[src/rtl/hazard_ctrl.sv]
// Stall and forwarding control for the five-stage MIPS pipeline: decodes the
// D-stage instruction, tracks E/M/W register usage and the HI/LO unit busy time.
module hazard_ctrl #(
    parameter int MULT_CYCLES = 5,
    parameter int DIV_CYCLES  = 10
) (
    input  logic        Clk,
    input  logic        Rst,
    input  logic [31:0] Instr_D,
    input  logic [1:0]  Tnew_E,
    input  logic [1:0]  Tnew_M,
    output logic        Stall,
    output logic        Flush_E,
    output logic [1:0]  FwdRs_D,
    output logic [1:0]  FwdRt_D,
    output logic [1:0]  FwdRs_E,
    output logic [1:0]  FwdRt_E,
    output logic [1:0]  FwdRt_M
);

    logic [5:0] op_s, funct_s;
    logic [4:0] rs_s, rt_s, rd_s;
    logic       r_alu_s, shift_s, jr_s, jalr_s, mfhi_s, mflo_s, mthi_s, mtlo_s, muldiv_s, div_s;
    logic       branch_rs_s, beq_bne_s, i_alu_s, lui_s, load_s, store_s, mfc0_s, mtc0_s, jal_s;
    logic [1:0] tuse_rs_s, tuse_rt_s;
    logic [4:0] a3_d_s;
    logic       haz_rs_s, haz_rt_s, mdu_stall_s, stall_s;

    logic [4:0] rs_e_r, rt_e_r, a3_e_r, rt_m_r, a3_m_r, a3_w_r;
    logic [3:0] mdu_cnt_r;

    assign op_s    = Instr_D[31:26];
    assign rs_s    = Instr_D[25:21];
    assign rt_s    = Instr_D[20:16];
    assign rd_s    = Instr_D[15:11];
    assign funct_s = Instr_D[5:0];

    // Instruction class decode
    always_comb begin
        r_alu_s = 1'b0; shift_s = 1'b0; jr_s = 1'b0; jalr_s = 1'b0;
        mfhi_s = 1'b0; mflo_s = 1'b0; mthi_s = 1'b0; mtlo_s = 1'b0;
        muldiv_s = 1'b0; div_s = 1'b0;
        branch_rs_s = 1'b0; beq_bne_s = 1'b0; i_alu_s = 1'b0; lui_s = 1'b0;
        load_s = 1'b0; store_s = 1'b0; mfc0_s = 1'b0; mtc0_s = 1'b0; jal_s = 1'b0;
        case (op_s)
            6'h00: begin
                case (funct_s)
                    6'h00, 6'h02, 6'h03: shift_s = 1'b1;
                    6'h04, 6'h06, 6'h07, 6'h20, 6'h21, 6'h22, 6'h23,
                    6'h24, 6'h25, 6'h26, 6'h27, 6'h2a, 6'h2b: r_alu_s = 1'b1;
                    6'h08: jr_s = 1'b1;
                    6'h09: jalr_s = 1'b1;
                    6'h10: mfhi_s = 1'b1;
                    6'h11: mthi_s = 1'b1;
                    6'h12: mflo_s = 1'b1;
                    6'h13: mtlo_s = 1'b1;
                    6'h18, 6'h19: muldiv_s = 1'b1;
                    6'h1a, 6'h1b: begin
                        muldiv_s = 1'b1;
                        div_s    = 1'b1;
                    end
                    default: r_alu_s = 1'b0;
                endcase
            end
            6'h01, 6'h06, 6'h07: branch_rs_s = 1'b1;
            6'h03: jal_s = 1'b1;
            6'h04, 6'h05: begin
                branch_rs_s = 1'b1;
                beq_bne_s   = 1'b1;
            end
            6'h08, 6'h09, 6'h0a, 6'h0b, 6'h0c, 6'h0d, 6'h0e: i_alu_s = 1'b1;
            6'h0f: lui_s = 1'b1;
            6'h10: begin
                mfc0_s = (rs_s == 5'd0);
                mtc0_s = (rs_s == 5'd4);
            end
            6'h20, 6'h21, 6'h23, 6'h24, 6'h25: load_s = 1'b1;
            6'h28, 6'h29, 6'h2b: store_s = 1'b1;
            default: jal_s = 1'b0;
        endcase
    end

    // Operand use times and destination register of the D instruction
    always_comb begin
        tuse_rs_s = 2'd3;
        tuse_rt_s = 2'd3;
        a3_d_s    = 5'd0;
        if (branch_rs_s || jr_s || jalr_s) begin
            tuse_rs_s = 2'd0;
        end else if (r_alu_s || i_alu_s || load_s || store_s || muldiv_s || mthi_s || mtlo_s) begin
            tuse_rs_s = 2'd1;
        end else begin
            tuse_rs_s = 2'd3;
        end
        if (beq_bne_s) begin
            tuse_rt_s = 2'd0;
        end else if (r_alu_s || shift_s || muldiv_s) begin
            tuse_rt_s = 2'd1;
        end else if (store_s || mtc0_s) begin
            tuse_rt_s = 2'd2;
        end else begin
            tuse_rt_s = 2'd3;
        end
        if (r_alu_s || shift_s || mfhi_s || mflo_s || jalr_s) begin
            a3_d_s = rd_s;
        end else if (i_alu_s || lui_s || load_s || mfc0_s) begin
            a3_d_s = rt_s;
        end else if (jal_s) begin
            a3_d_s = 5'd31;
        end else begin
            a3_d_s = 5'd0;
        end
    end

    // Stall generation and forwarding selects
    always_comb begin
        haz_rs_s = (rs_s != 5'd0) && (tuse_rs_s != 2'd3) &&
                   (((rs_s == a3_e_r) && (tuse_rs_s < Tnew_E)) ||
                    ((rs_s == a3_m_r) && (tuse_rs_s < Tnew_M)));
        haz_rt_s = (rt_s != 5'd0) && (tuse_rt_s != 2'd3) &&
                   (((rt_s == a3_e_r) && (tuse_rt_s < Tnew_E)) ||
                    ((rt_s == a3_m_r) && (tuse_rt_s < Tnew_M)));
        mdu_stall_s = (muldiv_s || mfhi_s || mflo_s || mthi_s || mtlo_s) && (mdu_cnt_r != 4'd0);
        stall_s     = haz_rs_s || haz_rt_s || mdu_stall_s;
        Stall       = stall_s;
        Flush_E     = stall_s;
        FwdRs_D = fwd_d(rs_s, a3_e_r, a3_m_r, a3_w_r, Tnew_E, Tnew_M);
        FwdRt_D = fwd_d(rt_s, a3_e_r, a3_m_r, a3_w_r, Tnew_E, Tnew_M);
        FwdRs_E = fwd_e(rs_e_r, a3_m_r, a3_w_r, Tnew_M);
        FwdRt_E = fwd_e(rt_e_r, a3_m_r, a3_w_r, Tnew_M);
        if ((rt_m_r != 5'd0) && (rt_m_r == a3_w_r)) begin
            FwdRt_M = 2'd2;
        end else begin
            FwdRt_M = 2'd0;
        end
    end

    function automatic logic [1:0] fwd_d(input logic [4:0] src, input logic [4:0] a3e,
                                         input logic [4:0] a3m, input logic [4:0] a3w,
                                         input logic [1:0] tne, input logic [1:0] tnm);
        if (src == 5'd0)                        return 2'd0;
        else if ((src == a3e) && (tne == 2'd0)) return 2'd3;
        else if ((src == a3m) && (tnm == 2'd0)) return 2'd1;
        else if (src == a3w)                    return 2'd2;
        else                                    return 2'd0;
    endfunction

    function automatic logic [1:0] fwd_e(input logic [4:0] src, input logic [4:0] a3m,
                                         input logic [4:0] a3w, input logic [1:0] tnm);
        if (src == 5'd0)                        return 2'd0;
        else if ((src == a3m) && (tnm == 2'd0)) return 2'd1;
        else if (src == a3w)                    return 2'd2;
        else                                    return 2'd0;
    endfunction

    // Pipeline register tracking and HI/LO busy counter
    always_ff @(posedge Clk) begin
        if (Rst) begin
            rs_e_r    <= 5'd0;
            rt_e_r    <= 5'd0;
            a3_e_r    <= 5'd0;
            rt_m_r    <= 5'd0;
            a3_m_r    <= 5'd0;
            a3_w_r    <= 5'd0;
            mdu_cnt_r <= 4'd0;
        end else begin
            if (stall_s) begin
                rs_e_r <= 5'd0;
                rt_e_r <= 5'd0;
                a3_e_r <= 5'd0;
            end else begin
                rs_e_r <= rs_s;
                rt_e_r <= rt_s;
                a3_e_r <= a3_d_s;
            end
            rt_m_r <= rt_e_r;
            a3_m_r <= a3_e_r;
            a3_w_r <= a3_m_r;
            // A stalled mult/div is still waiting in D, so only a departing one arms the counter
            if (muldiv_s && !stall_s) begin
                mdu_cnt_r <= div_s ? 4'(DIV_CYCLES) : 4'(MULT_CYCLES);
            end else if (mdu_cnt_r != 4'd0) begin
                mdu_cnt_r <= mdu_cnt_r - 4'd1;
            end else begin
                mdu_cnt_r <= mdu_cnt_r;
            end
        end
    end

endmodule

[config.mk]
export PLATFORM = sky130hd
export DESIGN_NAME = hazard_ctrl
export DESIGN_NICKNAME = d
export VERILOG_FILES = /design/src/rtl/hazard_ctrl.sv
export SDC_FILE = /design/constraint.sdc
export NUM_CORES = 1
export LEC_CHECK = 0
export CAP_MARGIN = 0
export CORE_ASPECT_RATIO = 0.9
export CORE_MARGIN = 5
export CORE_UTILIZATION = 42
export CTS_CLUSTER_DIAMETER = 50
export CTS_CLUSTER_SIZE = 20
export DETAILED_ROUTE_END_ITERATION = 8
export HOLD_SLACK_MARGIN = 0.12
export PLACE_DENSITY = 0.75
export SYNTH_ARGS = -nofsm -noshare
export SYNTH_HDL_FRONTEND = slang
export SYNTH_SLANG_ARGS = --single-unit
[constraint.sdc]
create_clock -name Clk -period 8.5 [get_ports Clk]
set_input_delay 1.7 -clock Clk [delete_from_list [all_inputs] [get_ports Clk]]
set_output_delay 1.7 -clock Clk [all_outputs]
set_load 0.01 [all_outputs]
==> results of run 1 <==
==> cell usage after synthesis, types with 2 or more instances <==
cell | n | area (µm²)
nor2_1 | 17 | 63.8
and2_1 | 10 | 62.6
or4_1 | 5 | 37.5
inv_1 | 7 | 26.3
a211oi_1 | 5 | 37.5
o21a_1 | 2 | 15.0
dfxtp_1 | 34 | 681
xnor2_1 | 36 | 315
o211ai_1 | 2 | 15.0
nand3_1 | 8 | 40.0
nor2b_1 | 21 | 131
nor4_1 | 4 | 25.0
nor3_1 | 16 | 80.1
clkbuf_1 | 10 | 37.5
o21ai_0 | 7 | 35.0
nand3b_1 | 2 | 15.0
nand2_1 | 22 | 82.6
ha_1 | 3 | 37.5
or3_1 | 4 | 25.0
a21oi_1 | 15 | 75.1
a31oi_1 | 8 | 50.1
nand4_1 | 5 | 31.3
buf_4 | 2 | 15.0
xor2_1 | 18 | 158
or2_2 | 4 | 25.0
buf_2 | 12 | 60.1
o22ai_1 | 2 | 12.5
a211o_1 | 2 | 17.5
nor3b_1 | 3 | 22.5
==> through the flow <==
step	cell area, µm²	hold WS (ps)	instances	power, mW	util
after floorplan	2390	485	302	0.278	-
after global placement	2790	506	390	0.311	0.498
after detailed placement	2790	500	390	0.317	0.498
after CTS	2890	508	398	0.460	0.517
after global routing	2890	523	398	0.483	0.517
final	2890	506	398	0.455	0.517
==> worst max-delay path, stage by stage <==
cell and delay, ps:
clkdlybuf4s50_1 640, a211oi_1 120, a311oi_1 330, nor2_1 60
o21ai_0 290, ha_1 300, nor2b_1 130, or4_4 410
a221oi_2 300, o22ai_1 150, o311ai_4 170, clkdlybuf4s50_1 630
==> layout make-up <==
class / count / share of cell area
Clock inverter: 1 / 0.0104
Timing Repair Buffer: 43 / 0.149
Tap cell: 70 / 0.0303
Clock buffer: 7 / 0.0264
Inverter: 7 / 0.00908
Sequential cell: 34 / 0.235
Multi-Input combinational cell: 236 / 0.540
==> sequential cells by signal, indices dropped and copies added, names as in the netlist <==
signal / flops
mdu_cnt_r: 4
rt_e_r: 5
a3_w_r: 5
a3_e_r: 5
rt_m_r: 5
rs_e_r: 5
a3_m_r: 5
==> per-layer routing <==
layer | GRT usage | vias to the layer above | share of wire
met5 | 0 | - | 0
met4 | 0.0506 | 0 | 0.016
met3 | 0.0522 | 14 | 0.056
met2 | 0.285 | 53 | 0.48
met1 | 0.216 | 991 | 0.45
li1 | - | 1083 | -
==> kinds of logic (layout without fill, tap and decap cells) <==
| kind of cell | Yosys count | after routing | synth area share |
|---|---|---|---|
| compound gates | 51 | 51 | 0.149 |
| xor+xnor | 54 | 54 | 0.198 |
| fa+ha+maj | 3 | 3 | 0.0157 |
| buf+inv | 32 | 58 | 0.0628 |
| flops | 34 | 34 | 0.285 |
| other cells | 1 | 1 | 0.00157 |
| simple gates | 127 | 127 | 0.289 |
==> power by group <==
| group | switching (mW) | internal, mW |
|---|---|---|
| registers | 0.0143 | 0.173 |
| logic | 0.0602 | 0.0653 |
| clock network | 0.0550 | 0.0876 |
| total | 0.130 | 0.326 |
==> worst max-delay path by stage <==
| stage | end | depth (start not counted) | startpoint |
|---|---|---|---|
| after floorplan | Stall | 12 | Instr_D[3] |
| after global placement | Stall | 12 | Instr_D[3] |
| after detailed placement | Flush_E | 12 | Instr_D[3] |
| after CTS | Flush_E | 12 | Instr_D[3] |
| after global routing | Stall | 11 | Instr_D[3] |
| final | Stall | 12 | Instr_D[3] |
==> summary.txt, run 1 <==
Outcome
  – Status: finished clean

Synth
  – Mapped Nets: 343
  – Yosys reg bits: 34
  – Top FF cell, synth: dfxtp_1
  – Mapped Avg Cell Area: 7.92 µm²
  – Cell count after synthesis: 302
  – Post-synth ARST share: 0
  – YS warnings: 0
  – Area of the mapped netlist: 2390 µm²
  – Sequential share of the synthesized area: 0.285
  – Netlist cell types: 45
  – Post-synth EDFFs: 0

STA
  – Final Setup Violations: 0
  – Slew headroom: 0.387
  – Setup TNS: 0 ps
  – Period utilization: 0.817
  – Fmax: 144 MHz
  – Final Critical Period: 6950 ps
  – Final worst slack: 1550 ps
  – Pin slew with the least headroom to its limit: 917 ps
  – Max-slew violations: 0
  – Hold Fails Final Rpt: 0
  – Clock Skews: 4.61 ps
  – RSZ-0062 raised after global routing: no

Clocking
  – Hold_buf cts: 0
  – Clock latency on the worst-skew pair: 290 ps
  – Clock root buffer: clkbuf_8
  – Sink Count: 34
  – Post-CTS setup buffer count: 0
  – Cts repair resizes: 0
  – Longest Clk Path Bufs: 2
  – H-tree depth reported by CTS: 2
  – Clock transition at path regs: 60 ps
  – CTS tree: yes
  – Total CTS buffers: 5

Die
  – Initial Util: 0.428
  – Core area: 5600 µm²
  – Die area: 7310 µm²
  – Die height: 81.6 µm
  – I/O pins: 50
  – Rows: 26
  – Die X: 89.6 µm

Cells and area
  – Commonest non-fill, non-tap cell in the layout: clkdlybuf4s50_1
  – Area of the multi-input gates: 1560 µm²
  – Layout cells sized above 1: 0.0488
  – Layout area overhead: 20.9%
  – Diodes inserted: 0
  – Fin nets: 368
  – # fillers: 562
  – Reg area: 681 µm²
  – Most frequent cells in the layout: clkdlybuf4s50_1 (43), xnor2_1 (36), dfxtp_1 (34)

GRT
  – Overall routing resource usage: 0.173
  – GRT overflow: 0
  – Largest net degree at the start of global routing: 22
  – Vias in the first global route: 2,045
  – Global-route wire length before repair: 9780 µm
  – Initial antenna violation count: 0

Setup path
  – Peak fanout along the critical path: 10
  – Worst Path Required: 6800 ps
  – Reg2Reg Depth: 8
  – Crit end category: output pin
  – Reg2reg end: mdu_cnt_r[1]
  – Crit path DAT: 5250 ps
  – WS Path Type: in2out
  – Reg2Reg Launch Point: a3_m_r[0]
  – R2r setup slk: 6020 ps
  – CP Launch Type: primary input

Worst hold path
  – Worst Hold Class: reg2reg
  – Worst hold path startpoint: a3_e_r[3]
  – Hold Path Depth: 1
  – WHS Endpoint: a3_m_r[3]

Drt
  – Via density: 5.38
  – Antenna viol nets, final: 0
  – Routed WL: 5790 µm
  – WL/cell: 14.5 µm
  – Vias: 2,141
  – Detailed Route Iter0 Violations: 128
  – Residual DRC count: 0
  – Pre-antenna DRT Iters: 5

Placed design
  – DP Worst Slack: 1540 ps
  – GP Congestion: 0.885
  – DP HPWL: 4550 µm
  – Port Buffers: 43

Power
  – Maximum vdd drop: 100 µV
  – PD cells: 157 nW/µm²
  – LEAKAGE: 1.01 nW

Job
  – Max-cap check violation count: 0
No activity file was read; power rests on OpenSTA's default activity.
==> run 2: changes to the inputs <==
==> constraint.sdc (replaced) <==
create_clock -name Clk -period 6.46 [get_ports Clk]
set_input_delay 1.292 -clock Clk [delete_from_list [all_inputs] [get_ports Clk]]
set_output_delay 1.292 -clock Clk [all_outputs]
set_load 0.01 [all_outputs]
==> run 2 against run 1 <==
Register-to-register slack worse by 2000 ps; sequential share of layout area fell by 0.051 points; worst hold slack improved by 6.1 ps; critical endpoint unchanged; global-route usage barely moved; setup slack got worse by 1300 ps; first-iteration DRC count decreased by 42%; largest power group unchanged; critical path type unchanged; die area stayed put.
==> summary.txt, run 2 (synthesized netlist as in run 1, its figures left out) <==
GRT
  – GR Util met2: 0.298
  – Initial antenna violation count: 0
  – Largest net degree at the start of global routing: 22
  – Global-route wire length before repair: 9980 µm
  – GRT overflow: 0
  – Vias in the first global route: 2,191
  – Gr busiest metal: met2
  – Global Route met1 Usage: 0.216
  – Overall routing resource usage: 0.173
  – Grt met3 use: 0.0502

Clocking
  – Hold_buf cts: 0
  – H-tree depth reported by CTS: 2
  – Longest Clk Path Bufs: 2
  – CTS tree: yes
  – Clock latency on the worst-skew pair: 280 ps
  – Total CTS buffers: 5
  – Clock transition at path regs: 60 ps
  – Clock root buffer: clkbuf_8
  – Sink Count: 34
  – Post-CTS setup buffer count: 0
  – Cts repair resizes: 0

Placed design
  – DP Worst Slack: 316 ps
  – Dpl cells: 390
  – GP Congestion: 0.860
  – Port Buffers: 43
  – DP HPWL: 4540 µm
  – Cell Area, Placed: 2790 µm²

Worst hold path
  – Worst Hold Class: reg2reg
  – Hold Path Depth: 1

STA
  – Period utilization: 0.956
  – Slew headroom: 0.405
  – RSZ-0062 raised after global routing: no
  – Hold Fails Final Rpt: 0
  – Pin slew with the least headroom to its limit: 891 ps
  – Setup TNS: 0 ps
  – Final Setup Violations: 0
  – Final worst slack: 284 ps
  – Clock Skews: 2.54 ps
  – Fmax: 162 MHz
  – Final Critical Period: 6180 ps
  – Max-slew violations: 0

Setup path
  – Worst Path Required: 5170 ps
  – Peak fanout along the critical path: 10
  – Crit path DAT: 4880 ps
  – CP Launch Type: primary input
  – R2r setup slk: 4040 ps
  – WS Path Type: in2out
  – Reg2Reg Depth: 8
  – Crit end category: output pin

Drt
  – Residual DRC count: 0
  – WL/cell: 14.5 µm
  – Via density: 5.34
  – Routed WL: 5740 µm
  – Antenna viol nets, final: 0
  – Detailed Route Iter0 Violations: 74
  – Pre-antenna DRT Iters: 4
  – Vias: 2,119

Die
  – Die X: 89.6 µm
  – Rows: 26
  – I/O pins: 50
  – Die height: 81.6 µm
  – Initial Util: 0.428
  – Core area: 5600 µm²
  – Die area: 7310 µm²

Power
  – Net Switching: 170 µW
  – Flop pwr share: 0.406
  – Maximum vdd drop: 138 µV
  – Sw Share: 0.280
  – Clock group share of total power: 0.324
  – PD cells: 209 nW/µm²
  – Combinational share of power: 0.270
  – LEAKAGE: 1.01 nW
  – Final Power: 607 µW
  – Internal cell power: 436 µW

Cells and area
  – Design area: 2900 µm²
  – Final cell count without fillers: 397
  – Fin nets: 368
  – Diodes inserted: 0
  – Commonest non-fill, non-tap cell in the layout: clkdlybuf4s50_1
  – # fillers: 541
  – Most frequent cells in the layout: clkdlybuf4s50_1 (43), xnor2_1 (36), dfxtp_1 (34)
  – Layout cells sized above 1: 0.0520
  – Layout area overhead: 21.2%

Job
  – Max-cap check violation count: 0

Outcome
  – Status: finished clean
[run 2: cell types whose count changed in the layout (fill, tap and decap cells not counted), sizes merged]
| cell | change |
|---|---|
| clkbuf | -1 |
[run 2: critical path, stage by stage]
cell             delay (ps)
clkdlybuf4s50_1         650
a211oi_1                130
a311oi_1                320
nor2_1                   70
o21ai_0                 320
ha_1                    310
nor2b_1                 130
or4_4                   420
a221oi_2                290
o22ai_1                 160
o311ai_4                170
clkdlybuf4s50_1         630
[run 2: metrics by stage]
| stage | util | hold slack [ps] |
|---|---|---|
| floorplan | - | 485 |
| global placement | 0.498 | 504 |
| detailed placement | 0.498 | 504 |
| CTS | 0.518 | 513 |
| global route | 0.518 | 534 |
| finish | 0.518 | 512 |
[run 2: cell type report]
cell class	instances	area, µm²	area share
inverter	7	26.3	0.00906
timing repair buffer	43	430	0.148
sequential	34	681	0.235
tap	70	87.6	0.0302
clock inverter	1	30.0	0.0104
multi-input combinational	236	1560	0.539
clock buffer	6	82.6	0.0285
[run 2: path summary, 6_finish.rpt]
| check | startpoint | endpoint |
|---|---|---|
| hold / removal | a3_e_r[2] | a3_m_r[2] |
| setup reg to reg | a3_m_r[0] | rt_e_r[0] |
| setup / recovery | Instr_D[3] | Stall |
| hold reg to reg | a3_e_r[2] | a3_m_r[2] |
[run 2: power groups by stage]
stage	sequential, mW	combinational [mW]	clock [mW]
after floorplan	0.244	0.122	0
after global placement	0.250	0.159	0
after detailed placement	0.251	0.163	0
after CTS	0.246	0.164	0.199
after global routing	0.249	0.182	0.209
final	0.246	0.164	0.197
[run 2: routing by layer]
| layer | vias up | part of all wire | wire (µm) |
|---|---|---|---|
| met5 | - | 0 | 0 |
| li1 | 1086 | - | - |
| met3 | 7 | 0.048 | 278 |
| met4 | 0 | 0.0080 | 46 |
| met1 | 976 | 0.45 | 2580 |
| met2 | 50 | 0.49 | 2840 |
